===== src/rtl/reg_wr_arb_if.sv =====
// Write-request bus between NREQ requesters and the register-bank write port.
// The master side drives the requests; the slave side is the arbiter.
interface reg_wr_arb_if #(
   parameter int NREQ = 4,
   parameter int DW   = 8,
   parameter int AW   = 2
);
   localparam int NREG = 2**AW;

   logic [NREQ-1:0]    req_vld;
   logic [NREQ-1:0]    req_lock;
   logic [NREQ*AW-1:0] req_addr;
   logic [NREQ*DW-1:0] req_data;
   logic [NREQ-1:0]    req_rdy;
   logic [NREG-1:0]    ld_en;
   logic [DW-1:0]      ld_din;
   logic [NREQ-1:0]    lock_own;

   modport master (
      output req_vld, req_lock, req_addr, req_data,
      input  req_rdy, ld_en, ld_din, lock_own
   );

   modport slave (
      input  req_vld, req_lock, req_addr, req_data,
      output req_rdy, ld_en, ld_din, lock_own
   );
endinterface


===== src/rtl/reg_wr_arb.sv =====
// Round-robin write arbiter with lock for a register bank.
// The winner's write becomes a registered one-hot load enable plus data one cycle later.
module reg_wr_arb #(
   parameter int NREQ = 4,
   parameter int DW   = 8,
   parameter int AW   = 2
) (
   input  logic         clk,
   input  logic         rst_n,
   reg_wr_arb_if.slave  bus
);
   localparam int NREG = 2**AW;
   localparam int PW   = $clog2(NREQ);

   typedef enum logic {ARB, LOCK} state_t;

   state_t          state;
   logic [PW-1:0]   ptr, owner, win, nxt_ptr, idx;
   logic [NREQ-1:0] rdy;
   logic            found, xfer, wlock;
   logic [AW-1:0]   waddr;
   logic [DW-1:0]   wdata;

   // Grant is combinational; while locked only the owner can be accepted.
   always_comb begin
      rdy   = '0;
      found = 1'b0;
      idx   = '0;
      if (rst_n) begin
         if (state == LOCK) begin
            rdy[owner] = bus.req_vld[owner];
         end else begin
            for (int k = 0; k < NREQ; k++) begin
               idx = PW'((int'(ptr) + k) % NREQ);
               if (!found && bus.req_vld[idx]) begin
                  rdy[idx] = 1'b1;
                  found    = 1'b1;
               end
            end
         end
      end
      win = '0;
      for (int i = 0; i < NREQ; i++)
         if (rdy[i]) win = PW'(i);
   end

   assign xfer        = |rdy;
   assign wlock       = bus.req_lock[win];
   assign waddr       = bus.req_addr[int'(win)*AW +: AW];
   assign wdata       = bus.req_data[int'(win)*DW +: DW];
   assign nxt_ptr     = (win == PW'(NREQ-1)) ? '0 : win + 1'b1;
   assign bus.req_rdy = rdy;

   always_ff @(posedge clk or negedge rst_n) begin
      if (!rst_n) begin
         state        <= ARB;
         ptr          <= '0;
         owner        <= '0;
         bus.ld_en    <= '0;
         bus.ld_din   <= '0;
         bus.lock_own <= '0;
      end else begin
         bus.ld_en <= '0;
         if (xfer) begin
            bus.ld_en  <= NREG'(1) << waddr;
            bus.ld_din <= wdata;
            case (state)
               ARB: begin
                  ptr <= nxt_ptr;
                  if (wlock) begin
                     state        <= LOCK;
                     owner        <= win;
                     bus.lock_own <= NREQ'(1) << win;
                  end
               end
               LOCK: begin
                  // ptr stays put while the owner keeps the lock
                  if (!wlock) begin
                     state        <= ARB;
                     ptr          <= nxt_ptr;
                     bus.lock_own <= '0;
                  end
               end
               default: state <= ARB;
            endcase
         end
      end
   end
endmodule

===== src/flat_wrapper.sv =====
// flat-port wrapper written by rule: the top's interface ports become plain ports
module reg_wr_arb_flat 
#(
   parameter int NREQ = 4,
   parameter int DW   = 8,
   parameter int AW   = 2
)
  (clk, rst_n, bus_req_vld, bus_req_lock, bus_req_addr, bus_req_data, bus_req_rdy, bus_ld_en, bus_ld_din, bus_lock_own);
  reg_wr_arb_if #(.NREQ(NREQ), .DW(DW), .AW(AW)) bus_i ();
  input  logic clk;
  input  logic rst_n;
  input wire logic [$bits(bus_i.req_vld)-1:0] bus_req_vld;
  input wire logic [$bits(bus_i.req_lock)-1:0] bus_req_lock;
  input wire logic [$bits(bus_i.req_addr)-1:0] bus_req_addr;
  input wire logic [$bits(bus_i.req_data)-1:0] bus_req_data;
  output wire logic [$bits(bus_i.req_rdy)-1:0] bus_req_rdy;
  output wire logic [$bits(bus_i.ld_en)-1:0] bus_ld_en;
  output wire logic [$bits(bus_i.ld_din)-1:0] bus_ld_din;
  output wire logic [$bits(bus_i.lock_own)-1:0] bus_lock_own;
  assign bus_i.req_vld = bus_req_vld;
  assign bus_i.req_lock = bus_req_lock;
  assign bus_i.req_addr = bus_req_addr;
  assign bus_i.req_data = bus_req_data;
  assign bus_req_rdy = bus_i.req_rdy;
  assign bus_ld_en = bus_i.ld_en;
  assign bus_ld_din = bus_i.ld_din;
  assign bus_lock_own = bus_i.lock_own;
  reg_wr_arb #(.NREQ(NREQ), .DW(DW), .AW(AW)) u_core (.clk(clk), .rst_n(rst_n), .bus(bus_i));
endmodule

===== config.mk =====
export PLATFORM = sky130hd
export DESIGN_NAME = reg_wr_arb_flat
export DESIGN_NICKNAME = d
export VERILOG_FILES = /design/src/rtl/reg_wr_arb_if.sv /design/src/rtl/reg_wr_arb.sv /design/src/flat_wrapper.sv
export SDC_FILE = /design/constraint.sdc
export NUM_CORES = 1
export LEC_CHECK = 0
export ABC_AREA = 1
export CAP_MARGIN = 20
export CORE_MARGIN = 3
export CORE_UTILIZATION = 35
export CTS_CLUSTER_DIAMETER = 80
export DETAILED_ROUTE_END_ITERATION = 10
export GPL_ROUTABILITY_DRIVEN = 0
export GPL_TIMING_DRIVEN = 0
export PLACE_DENSITY = 0.67
export SETUP_SLACK_MARGIN = 0.4
export SLEW_MARGIN = 10
export SYNTH_ARGS = -nofsm -noshare
export SYNTH_HDL_FRONTEND = slang
export SYNTH_SLANG_ARGS = --single-unit

===== constraint.sdc =====
create_clock -name clk -period 2.6 [get_ports clk]
set_input_delay 0.52 -clock clk [delete_from_list [all_inputs] [get_ports clk]]
set_output_delay 0.52 -clock clk [all_outputs]
set_load 0.02 [all_outputs]

==> results of run 1 <==
==> repair_timing <==
action	in CTS	in global routing
hold endpoints to repair	0	0
resized for setup	89	52
setup endpoints to repair	25	25
setup buffers	31	8
pin swaps	28	30
gates cloned	1	1
==> cell families (layout without fill, tap and decap cells) <==
group	count (synthesis)	count (layout)	share of synthesized area
and+or+nand+nor	191	191	0.464
buffers and inverters	53	167	0.128
AOI/OAI and AO/OA	26	26	0.0660
DFF	21	21	0.262
adders and majority gates	13	13	0.0809
==> sequential cells by signal, summed over array words and instances (netlist names) <==
| register | cells |
|---|---|
| u_core.owner | 2 |
| u_core.state | 1 |
| u_core.ptr | 2 |
| u_core.bus.ld_din | 8 |
| u_core.bus.ld_en | 4 |
| u_core.bus.lock_own | 4 |
==> synthesized netlist by cell type (all sizes together) <==
cell type / number / area (um^2)
nand3: 29 / 198
nand3b: 9 / 67.6
inv: 40 / 153
buf: 9 / 87.6
clkinv: 4 / 16.3
nor2: 32 / 145
nand2: 121 / 522
ha: 13 / 163
o21ai: 20 / 100
o31ai: 1 / 7.51
a21oi: 5 / 25.0
dfrtp: 21 / 526
==> final timing paths <==
path / to / depth (start not counted)
max in group asynchronous: u_core.ptr[0]$_DFFE_PN0P_ / 1
min reg2reg: u_core.bus.ld_din[1]$_DFFE_PN0P_ / 2
max: bus_req_rdy[3] / 14
min in group clk: u_core.bus.ld_din[1]$_DFFE_PN0P_ / 2
min: u_core.bus.ld_din[3]$_DFFE_PN0P_ / 1
max reg2reg: u_core.ptr[1]$_DFFE_PN0P_ / 24
==> stage by stage <==
step	area (um^2)	cells	hold slack (ns)
floorplan	2060	304	0.224
global placement	2840	443	0.462
detailed placement	2840	443	0.465
CTS	3350	479	0.371
global route	3620	488	0.380
finish	3620	488	0.343
==> area by class of cell <==
class                      instances  share of cell area
multi-input combinational        230               0.422
clock buffer                       3              0.0114
tap                               70              0.0242
clock inverter                     1             0.00138
sequential                        21               0.146
timing repair buffer             110               0.304
inverter                          44              0.0560
buffer                             9              0.0353
==> where the power goes <==
group          total (uW)  internal [uW]  switching (uW)
sequential            594            487             108
combinational        4980           2290            2700
clock                 223            107             116
==> per-layer routing <==
metal | track usage | vias up | routed length (um)
met5 | 0 | - | 0
met4 | 0.0449 | 0 | 65
met3 | 0.0340 | 6 | 459
met2 | 0.356 | 78 | 3780
met1 | 0.273 | 1092 | 3060
li1 | - | 1169 | -
==> worst register-to-register path, stage by stage (launching register included) <==
cell,delay [ns]
dfrtp_2,0.43
buf_8,0.14
inv_8,0.05
ha_4,0.21
inv_4,0.07
nand3_2,0.08
nand2_2,0.08
nand2_2,0.06
nor2_4,0.18
nand2_2,0.09
nand3_4,0.08
nand2_4,0.08
inv_8,0.09
nand2_8,0.06
buf_8,0.12
nand3_2,0.05
nand2_2,0.06
nand2_2,0.08
inv_4,0.05
buf_6,0.11
ha_4,0.16
inv_4,0.05
nand2_4,0.06
nand2_2,0.06
o21ai_1,0.06
==> metrics.txt, run 1 <==
clock latency on the worst-skew pair=roughly 0.26 ns; # rows=26; Tmin final=2.68 ns; ANT cells=0; Power, Total=about 5800 uW; TritonCTS Sinks=21; H-Tree Depth=1; R2R setup slack=-0.07 ns; Buffers on Ports=69; Post-Synthesis Cell Area=2010 um^2; Required @ worst endpoint=2.08 ns; Fin. Hold Viols=0; commonest non-fill, non-tap cell in the layout=nand2_1; Final Skew=0.00519 ns; grt total ovfl=0; r2r startpoint=u_core.ptr[0]$_DFFE_PN0P_; TritonCTS clock tree=built; sequential area share after synthesis=0.262; Initial DRC Count=roughly 190; slew margin rel.=0.614; vias in the first global route=between 2000 and 2500; die height=between 80 and 90 um; worst min path class=in2async; estimated wirelength of the detail-placed design=between 4 and 5 mm; WP buf/inv=6; CTS Buf Count=3; power per cell area=1600 nW/um^2; fill count=419; violated checks=setup timing; crit path launch=u_core.ptr[0]$_DFFE_PN0P_; final worst slack=-0.0841 ns; CP Cell Sequence=buf_8 -> inv_8 -> ha_4 -> inv_4 -> nand3_2 -> nand2_2 -> nand2_2 -> nor2_4 -> nand2_2 -> nand3_4 -> nand2_8 -> buf_8 -> inv_4 -> buf_6; DR DRC count=0; share of cells above drive strength 1=0.366; most frequent cells in the layout=nand2_1 (74), clkdlybuf4s50_1 (60), nand2_2 (32), inv_1 (29), buf_4 (25); Place WS=-1.19 ns; vias post-DR=2345; largest net degree at the start of global routing=24; Final #Nets=482; Yosys Warn Count=0; drt wl/cell=around 15 um; Starting Density=0.377; cts-stage hold buffer count=0; Root Buffer=clkbuf_8; Worst Path Arrival=between 2 and 2.5 ns; synthesized flop and latch total=21; Worst IR Drop VDD=0.731 mV; Die W=81.8 um; final setup violation count=10; number of library cell types mapped by synthesis=24; 1st-pass router iterations=4; RSZ-0062 raised after global routing=true; core area=5340 um^2; CP Class=reg2out; peak fanout along the critical path=5; clock-pin slew on the worst setup and hold paths=0.08 ns; highest-delay cell along the critical path=dfrtp_2; P_leak=0.00179 uW; Detail Route Antenna Nets=0; syn nets=about 370; Worst Tran Pin Value=0.580 ns; mean post-synth cell area=approximately 6.6 um^2; Tot GR Track Use=0.208; area grow syn2layout=80.1%; IO Count=70; Setup TNS=-0.511 ns; Tcrit/Tclk final=1.03; status=finished, violations left; Multi-input gate area=1530 um^2; Core Util, Final=0.678; flip-flop and latch area=528 um^2; Max Cap Viol=0; Startpoint Class=flip-flop; initial antenna violation count=0; Total Wirelength=7.36 mm; Critical Path End Type=primary output; first-pass GRT wire length=roughly 11 mm; maximum clock frequency=373 MHz; Crit path max-delay family=simple AND/OR/NAND/NOR gates; drt via density=4.81; buffers from clock root to sink, at most=2; cells after synthesis=304; final slew viol count=0; CP most frequent cell=nand2_2; DIE AREA=6690 um^2; critical path's largest stage delay=0.43 ns
Power figures use the tool's default switching activity.
==> inputs of run 2 (changes only) <==
- CTS_CLUSTER_DIAMETER: 80 -> 40
==> results of run 2 <==
Same layout as run 1: the final DEF is identical, and so are final timing and power.
